File: config.mk
export PLATFORM = sky130hd
export DESIGN_NAME = fifo_word_packer
export DESIGN_NICKNAME = d
export VERILOG_FILES = /design/src/rtl/fifo_pkg.sv /design/src/rtl/fifo_word_packer.sv
export SDC_FILE = /design/constraint.sdc
export NUM_CORES = 1
export LEC_CHECK = 0
export BUFFER_PORTS_ARGS = -buffer_cell sky130_fd_sc_hd__buf_2
export CAP_MARGIN = 30
export CORE_UTILIZATION = 40
export DETAILED_ROUTE_END_ITERATION = 7
export HOLD_SLACK_MARGIN = 0.02
export PLACE_DENSITY = 0.78
export REMOVE_ABC_BUFFERS = 1
export SYNTH_ARGS = -nofsm -noshare
export SYNTH_HDL_FRONTEND = slang
export SYNTH_SLANG_ARGS = --single-unit
File: constraint.sdc
create_clock -name clk -period 1.4 [get_ports clk]
set_input_delay 0.07 -clock clk [delete_from_list [all_inputs] [get_ports clk]]
set_output_delay 0.07 -clock clk [all_outputs]
set_load 0.005 [all_outputs]
File: src/rtl/fifo_pkg.sv
// Shared types and constants for the byte-FIFO word packer.
// Holds FSM state encoding, byte width and default lane count.
package fifo_pkg;

  localparam int BYTE_W    = 8;
  localparam int DEF_LANES = 4;
  localparam int CNT_W     = 4;

  typedef enum logic {
    FILL = 1'b0,
    HOLD = 1'b1
  } state_t;

endpackage

File: src/rtl/fifo_word_packer.sv
// Pops bytes from an 8-deep byte FIFO and packs LANES of them into a
// little-endian word on a valid/ready stream (first byte -> [7:0]).
// Ports: clk, rst_n (async, active-low), fifo_empty/fifo_rd_en/fifo_data
// (FIFO read port, data one cycle after pop), out_data/out_valid/
// out_ready/out_bytes (word stream), busy (partial word or pop in flight),
// flush (only with PACKER_FLUSH_EN: emit a partial word early).
module fifo_word_packer
  import fifo_pkg::*;
#(
  parameter int LANES = DEF_LANES
) (
  input  logic                    clk,
  input  logic                    rst_n,
  input  logic                    fifo_empty,
  output logic                    fifo_rd_en,
  input  logic [BYTE_W-1:0]       fifo_data,
  output logic [BYTE_W*LANES-1:0] out_data,
  output logic                    out_valid,
  input  logic                    out_ready,
`ifdef PACKER_FLUSH_EN
  input  logic                    flush,
`endif
  output logic [CNT_W-1:0]        out_bytes,
  output logic                    busy
);

  localparam logic [CNT_W-1:0] LANES_C = CNT_W'(LANES);
  localparam logic [CNT_W-1:0] LAST_C  = CNT_W'(LANES - 1);

  state_t state, state_nx;

  logic [CNT_W-1:0]  req_cnt;
  logic [CNT_W-1:0]  cap_cnt;
  logic              rd_pend;
  logic [BYTE_W-1:0] lanes [LANES];

  logic cap_last;
  logic hs;
  logic flush_go;
  logic pop_block;

  assign cap_last = rd_pend && (cap_cnt == LAST_C);
  assign hs       = (state == HOLD) && out_ready;

`ifdef PACKER_FLUSH_EN
  logic flush_req;
  logic flush_hit;

  // A flush counts only while something is held or in flight.
  assign flush_hit = flush && (state == FILL)
                  && ((cap_cnt != '0) || rd_pend);
  // Wait for the in-flight byte before closing the word.
  assign flush_go  = flush_req && !rd_pend && (state == FILL);
  // Stop popping in the pulse cycle too, so only bytes
  // already requested end up in the flushed word.
  assign pop_block = flush_req || flush_hit;

  always_ff @(posedge clk or negedge rst_n) begin
    if (!rst_n) begin
      flush_req <= 1'b0;
    end else if (cap_last || flush_go) begin
      flush_req <= 1'b0;
    end else if (flush_hit) begin
      flush_req <= 1'b1;
    end
  end
`else
  assign flush_go  = 1'b0;
  assign pop_block = 1'b0;
`endif

  always_ff @(posedge clk or negedge rst_n) begin
    if (!rst_n) begin
      state <= FILL;
    end else begin
      state <= state_nx;
    end
  end

  always_comb begin
    state_nx = state;
    unique case (state)
      FILL: begin
        if (cap_last || flush_go) begin
          state_nx = HOLD;
        end
      end
      HOLD: begin
        if (out_ready) begin
          state_nx = FILL;
        end
      end
      default: state_nx = FILL;
    endcase
  end

  // rst_n gating keeps the pop request low while reset is held.
  always_comb begin
    fifo_rd_en = rst_n
              && (state == FILL)
              && !fifo_empty
              && (req_cnt < LANES_C)
              && !pop_block;
    out_valid  = (state == HOLD);
    busy       = (cap_cnt != '0) || rd_pend
              || (state == HOLD);
  end

  always_ff @(posedge clk or negedge rst_n) begin
    if (!rst_n) begin
      req_cnt   <= '0;
      cap_cnt   <= '0;
      rd_pend   <= 1'b0;
      out_bytes <= '0;
      for (int i = 0; i < LANES; i++) begin
        lanes[i] <= '0;
      end
    end else begin
      rd_pend <= fifo_rd_en;
      if (hs) begin
        req_cnt   <= '0;
        cap_cnt   <= '0;
        out_bytes <= '0;
        for (int i = 0; i < LANES; i++) begin
          lanes[i] <= '0;
        end
      end else begin
        if (fifo_rd_en) begin
          req_cnt <= req_cnt + 1'b1;
        end
        if (rd_pend) begin
          for (int i = 0; i < LANES; i++) begin
            if (cap_cnt == CNT_W'(i)) begin
              lanes[i] <= fifo_data;
            end
          end
          cap_cnt <= cap_cnt + 1'b1;
        end
        if (cap_last) begin
          out_bytes <= LANES_C;
        end else if (flush_go) begin
          out_bytes <= cap_cnt;
        end
      end
    end
  end

  always_comb begin
    out_data = '0;
    for (int i = 0; i < LANES; i++) begin
      out_data[i*BYTE_W +: BYTE_W] = lanes[i];
    end
  end

endmodule

## After elaboration in Yosys (flattened, before gate mapping)

Index checks and enable logic that the tools add are counted.

- Input port bits: 12
- Register bits: 46
- Word-level logic and storage cells: 52

- Reduce and logical (&&, ||, !) cells: 21
- Bitwise operators: 1
- Add/sub/neg operators: 2
- Mux-type cells: 15
- Equality and inequality tests: 3
- Order comparisons: 1

Operators by type and width:

| cell | count |
|---|---|
| two-way mux 32 bit | 2 |
| two-way mux 8 bit | 4 |
| two-way mux 4 bit | 6 |
| nonzero test 2 bit | 7 |
| adder 4 x 1 -> 4 bit (second input constant) | 2 |
| equality test 4 x 2 -> 1 bit (second input constant) | 2 |
| AND reduction 2 bit | 4 |
| logical AND 1 bit | 5 |
| equality test 4 x 1 -> 1 bit (second input constant) | 1 |
| zero test 4 bit | 1 |
| < comparator 4 x 3 -> 1 bit (second input constant) | 1 |
| nonzero test 4 bit | 1 |
| logical OR 1 bit | 2 |
| two-way mux 1 bit | 2 |
| one-hot mux 1 bit (2 select lines) | 1 |
| zero test 1 bit | 1 |
| NOT 1 bit | 1 |

## Longest topological paths before layout

- Depth after elaboration: 6
- Depth in mapped cells: 6
- Mapped depth without buffers: 5

## Least setup slack after synthesis

Ideal clock, no wire load.

- Path type: register to register
- From: reg cap_cnt[0]
- To: reg lanes, in the netlist out_data[0]
- Slack: -0.032 ns
- Buffers on the path: 1
- Data arrival time: 1.300 ns
- Cell stages (with the launch flop): 7
- Path through: dfrtp_1 > inv_1 > ha_1 > nor4bb_1 > buf_2 > mux2i_1 > nor2_1

- Word-level cells in the longest chain between the ends: 3

Ends and longest elaborated chain:

| item | RTL line | RTL |
|---|---|---|
| from (decl) | fifo_word_packer.sv:33 | `logic [CNT_W-1:0] cap_cnt;` |
| from (signal assigned) | fifo_word_packer.sv:137 | `cap_cnt <= cap_cnt + 1'b1;` |
| zero test 4 bit | fifo_word_packer.sv:133 | `if (cap_cnt == CNT_W'(i)) begin` |
| nonzero test 2 bit (no source line) | - |  |
| AND reduction 2 bit (no source line) | - |  |
| to (signal, indexed assignment) | fifo_word_packer.sv:134 | `lanes[i] <= fifo_data;` |
| to (decl) | fifo_word_packer.sv:35 | `logic [BYTE_W-1:0] lanes [LANES];` |

No other way between the ends.
A chain may end at the register's enable or synchronous reset.

## Final worst setup path

- From: reg req_cnt[2]
- To: out fifo_rd_en

- Word-level cells in the longest chain between the ends: 2

Ends and longest elaborated chain:

| item | RTL line | RTL |
|---|---|---|
| from (decl) | fifo_word_packer.sv:32 | `logic [CNT_W-1:0] req_cnt;` |
| from (signal assigned) | fifo_word_packer.sv:129 | `req_cnt <= req_cnt + 1'b1;` |
| < comparator 4 x 3 -> 1 bit | fifo_word_packer.sv:102 | `&& (req_cnt < LANES_C)` |
| logical AND 1 bit | fifo_word_packer.sv:102 |  |
| to (decl) | fifo_word_packer.sv:15 | `output logic fifo_rd_en,` |

No other way between the ends.

==> results.cfg <==
[placed_design]
pre_cts_slack_ns = -0.1265
post-dp-hpwl_mm = 2.611
port_buffers = 47
gp_congestion = 0.8411

[setup_path]
reg2reg_slack_ns = -0.12
worstPathCellList = or4b_4 -> buf_6 -> nor2_4 -> buf_2
crit_arrival_ns = 1.53
crit_path_max_fanout = 3
worstSetupPathType = register to output pin
start_kind = register
cp_slowest_cell = or4b_4
cpPeakStageDelay_ns = 0.53
critPathCaptureType = output pin
cp.required_ns = 1.33
cp_top_family = simple AND/OR/NAND/NOR gates
critPathBufInv = 2

[synth]
synth_warnings = 0
synthCells = 163
syn_area_sq_um = 1878
synthDistinctLibCells = 25
yosys-top-cells-count = 43 x dfrtp_1, 42 x nor2_1, 34 x mux2i_1
synth_edf_count = 0
syn_avg_cell_area_sq_um = 11.52
ys_seq_area_frac = 0.5730
ys_ff_latch = 43
async_reset_ff_frac = 1.000
netlist.area_leader.share = 0.5730
ys.flop_type = dfrtp_1
yosys.area.top_type = dfrtp_1
yosysMostFrequentCell = dfrtp_1
synthTopCellsByArea = dfrtp_1 57%, mux2i_1 18%, nor2_1 8.4%

[timing]
max_clock_freq_mhz = 623.5
drv_slew = 0
rsz0062_at_grt = true
setup_ws_ns = -0.2039
layout_min_cycle_time_ns = 1.604
finalSetupViolCount = 36
clock_skew_ns = 0.004315
hold_violations = 0
period_share = 1.146
setup_tns_ns = -2.465

[global_routing]
antenna_found_initial = 0
track_usage = 0.1856
grt_pass1_vias = 1305
grt_pass1_wl_mm = 6.906
grt_max_degree = 45
overflow = 0

[power]
p_leak_nw = 1.323
total_power_mw = 4.487
powerDensity_nw_per_um2 = 1713
intPower_mw = 2.954
power_switching_mw = 1.532
pwr-share-comb = 0.376
ir_worst_vdd_mv = 0.8573
share_seq_of_total_power = 0.447
swShare = 0.3415
clkPwrFrac = 0.177

[die]
initial_core_util = 0.4226
pin_count = 51
die_w_um = 70.52
die_h_um = 70.52
core_sq_um = 4444
die_area_sq_um = 4973
row_count = 24

[clock_tree]
cts-root-buf = clkbuf_8
clock_sinks = 43
cts_tree = yes
cts_max_path_buffers = 2
clk_pin_slew_ns = 0.08
cts_buffers = 5
clkLatencyLatePin_ns = 0.30
cts_htree_levels = 2

[detailed_routing]
num_vias = 1384
drc = 8
wl_per_cell_um = 15.20
drtIter0Drc = 83
via_per_inst = 4.856
drt-total-wl_mm = 4.332
postRouteAntennaNets = 0
drtPass1Iterations = 6

[hold_path]
hold_class = input port to register

[layout]
filler_cell_count = 371
drive_gt1_frac = 0.4163
antennaDiodeCount = 0
nets = 250
register_area_sq_um = 1080
multi_input_area_sq_um = 850.8
area_growth_pct = 39.44

[run_status]
status = complete, but fails checks
violations = design-rule violations, negative setup slack

[job]
cap_violations = 0
## stage by stage
step	util	std cells	instance area (sq um)	hold WS, ns
floorplan	-	151	1813	-0.2256
global placement	0.5146	267	2287	0.1993
detailed placement	0.5146	267	2287	0.2008
CTS	0.5695	281	2531	0.06189
global route	0.5892	285	2619	0.06454
finish	0.5892	285	2619	0.06431
## cells by family after synthesis
kind of cell,synth area share
AND/OR/NAND/NOR,0.1373
AO/OA/AOI/OAI,0.01466
adder cells (fa/ha/maj),0.03331
multiplexers,0.1812
other,0.001997
XOR/XNOR,0.01399
buffers and inverters,0.04464
flip-flops,0.5730
## worst reg2reg max path: cells and delay by family (launching register included)
family / cells / cell delay, ns
DFF: 1 / 0.46
and+or+nand+nor: 2 / 0.37
buffers and inverters: 2 / 0.35
muxes: 1 / 0.23
## what timing repair did
action	CTS	global route
pin swaps	3	5
setup buffers	5	4
endpoints found under the setup margin	29	37
hold buffers	2	0
endpoints found under the hold margin	44	0
resized for setup	21	9
## registers in the layout (all words and copies together) (netlist names)
signal,count
rd_pend,1
out_bytes,1
cap_cnt,4
out_data,32
out_valid,1
req_cnt,4
## cells in the final DEF (no fill, tap or decap), types with 2 or more instances in the layout
cell and count:
mux2i_1 33, buf_6 9, nand2_1 2, nor4bb_4 4, dlygate4sd3_1 2, xor2_1 2
ha_4 4, buf_12 3, clkbuf_8 6, nor2_1 41, dfrtp_2 3, o21ai_0 2
dfrtp_1 40, conb_1 3, buf_4 14, buf_2 47
## path summary, 6_finish.rpt
kind	startpoint	to	depth (start not counted)
hold reg to reg	out_bytes[2]	out_bytes[2]	2
hold / removal	fifo_data[1]	out_data[25]	3
setup / recovery	req_cnt[2]	fifo_rd_en	4
setup reg to reg	cap_cnt[3]	out_data[20]	5
min in group asynchronous	rst_n	req_cnt[0]	3
max in group asynchronous	rst_n	cap_cnt[3]	3
## cell type report
| type | count | area share |
|---|---|---|
| repair buffers | 75 | 0.1992 |
| well taps | 52 | 0.02484 |
| flip-flops and latches | 43 | 0.4123 |
| inverters | 3 | 0.005256 |
| clock inverters | 1 | 0.001911 |
| clock buffers | 6 | 0.03153 |
| multi-input cells | 105 | 0.3249 |
## power groups by stage
stage / clock network [mW] / logic (mW) / registers [mW]
finish: 0.794 / 1.69 / 2.01
global placement: 0 / 1.28 / 1.98
floorplan: 0 / 0.550 / 1.98
detailed placement: 0 / 1.32 / 1.99
global route: 0.863 / 1.86 / 2.06
CTS: 0.809 / 1.50 / 2.01
## layer usage
| metal | wire length, um | track usage | vias up |
|---|---|---|---|
| met5 | 0 | 0 | - |
| met2 | 2054 | 0.2718 | 36 |
| met4 | 80 | 0.09524 | 0 |
| li1 | - | - | 675 |
| met3 | 171 | 0.04040 | 8 |
| met1 | 2025 | 0.2604 | 665 |
(Power assumes the default switching activity.)
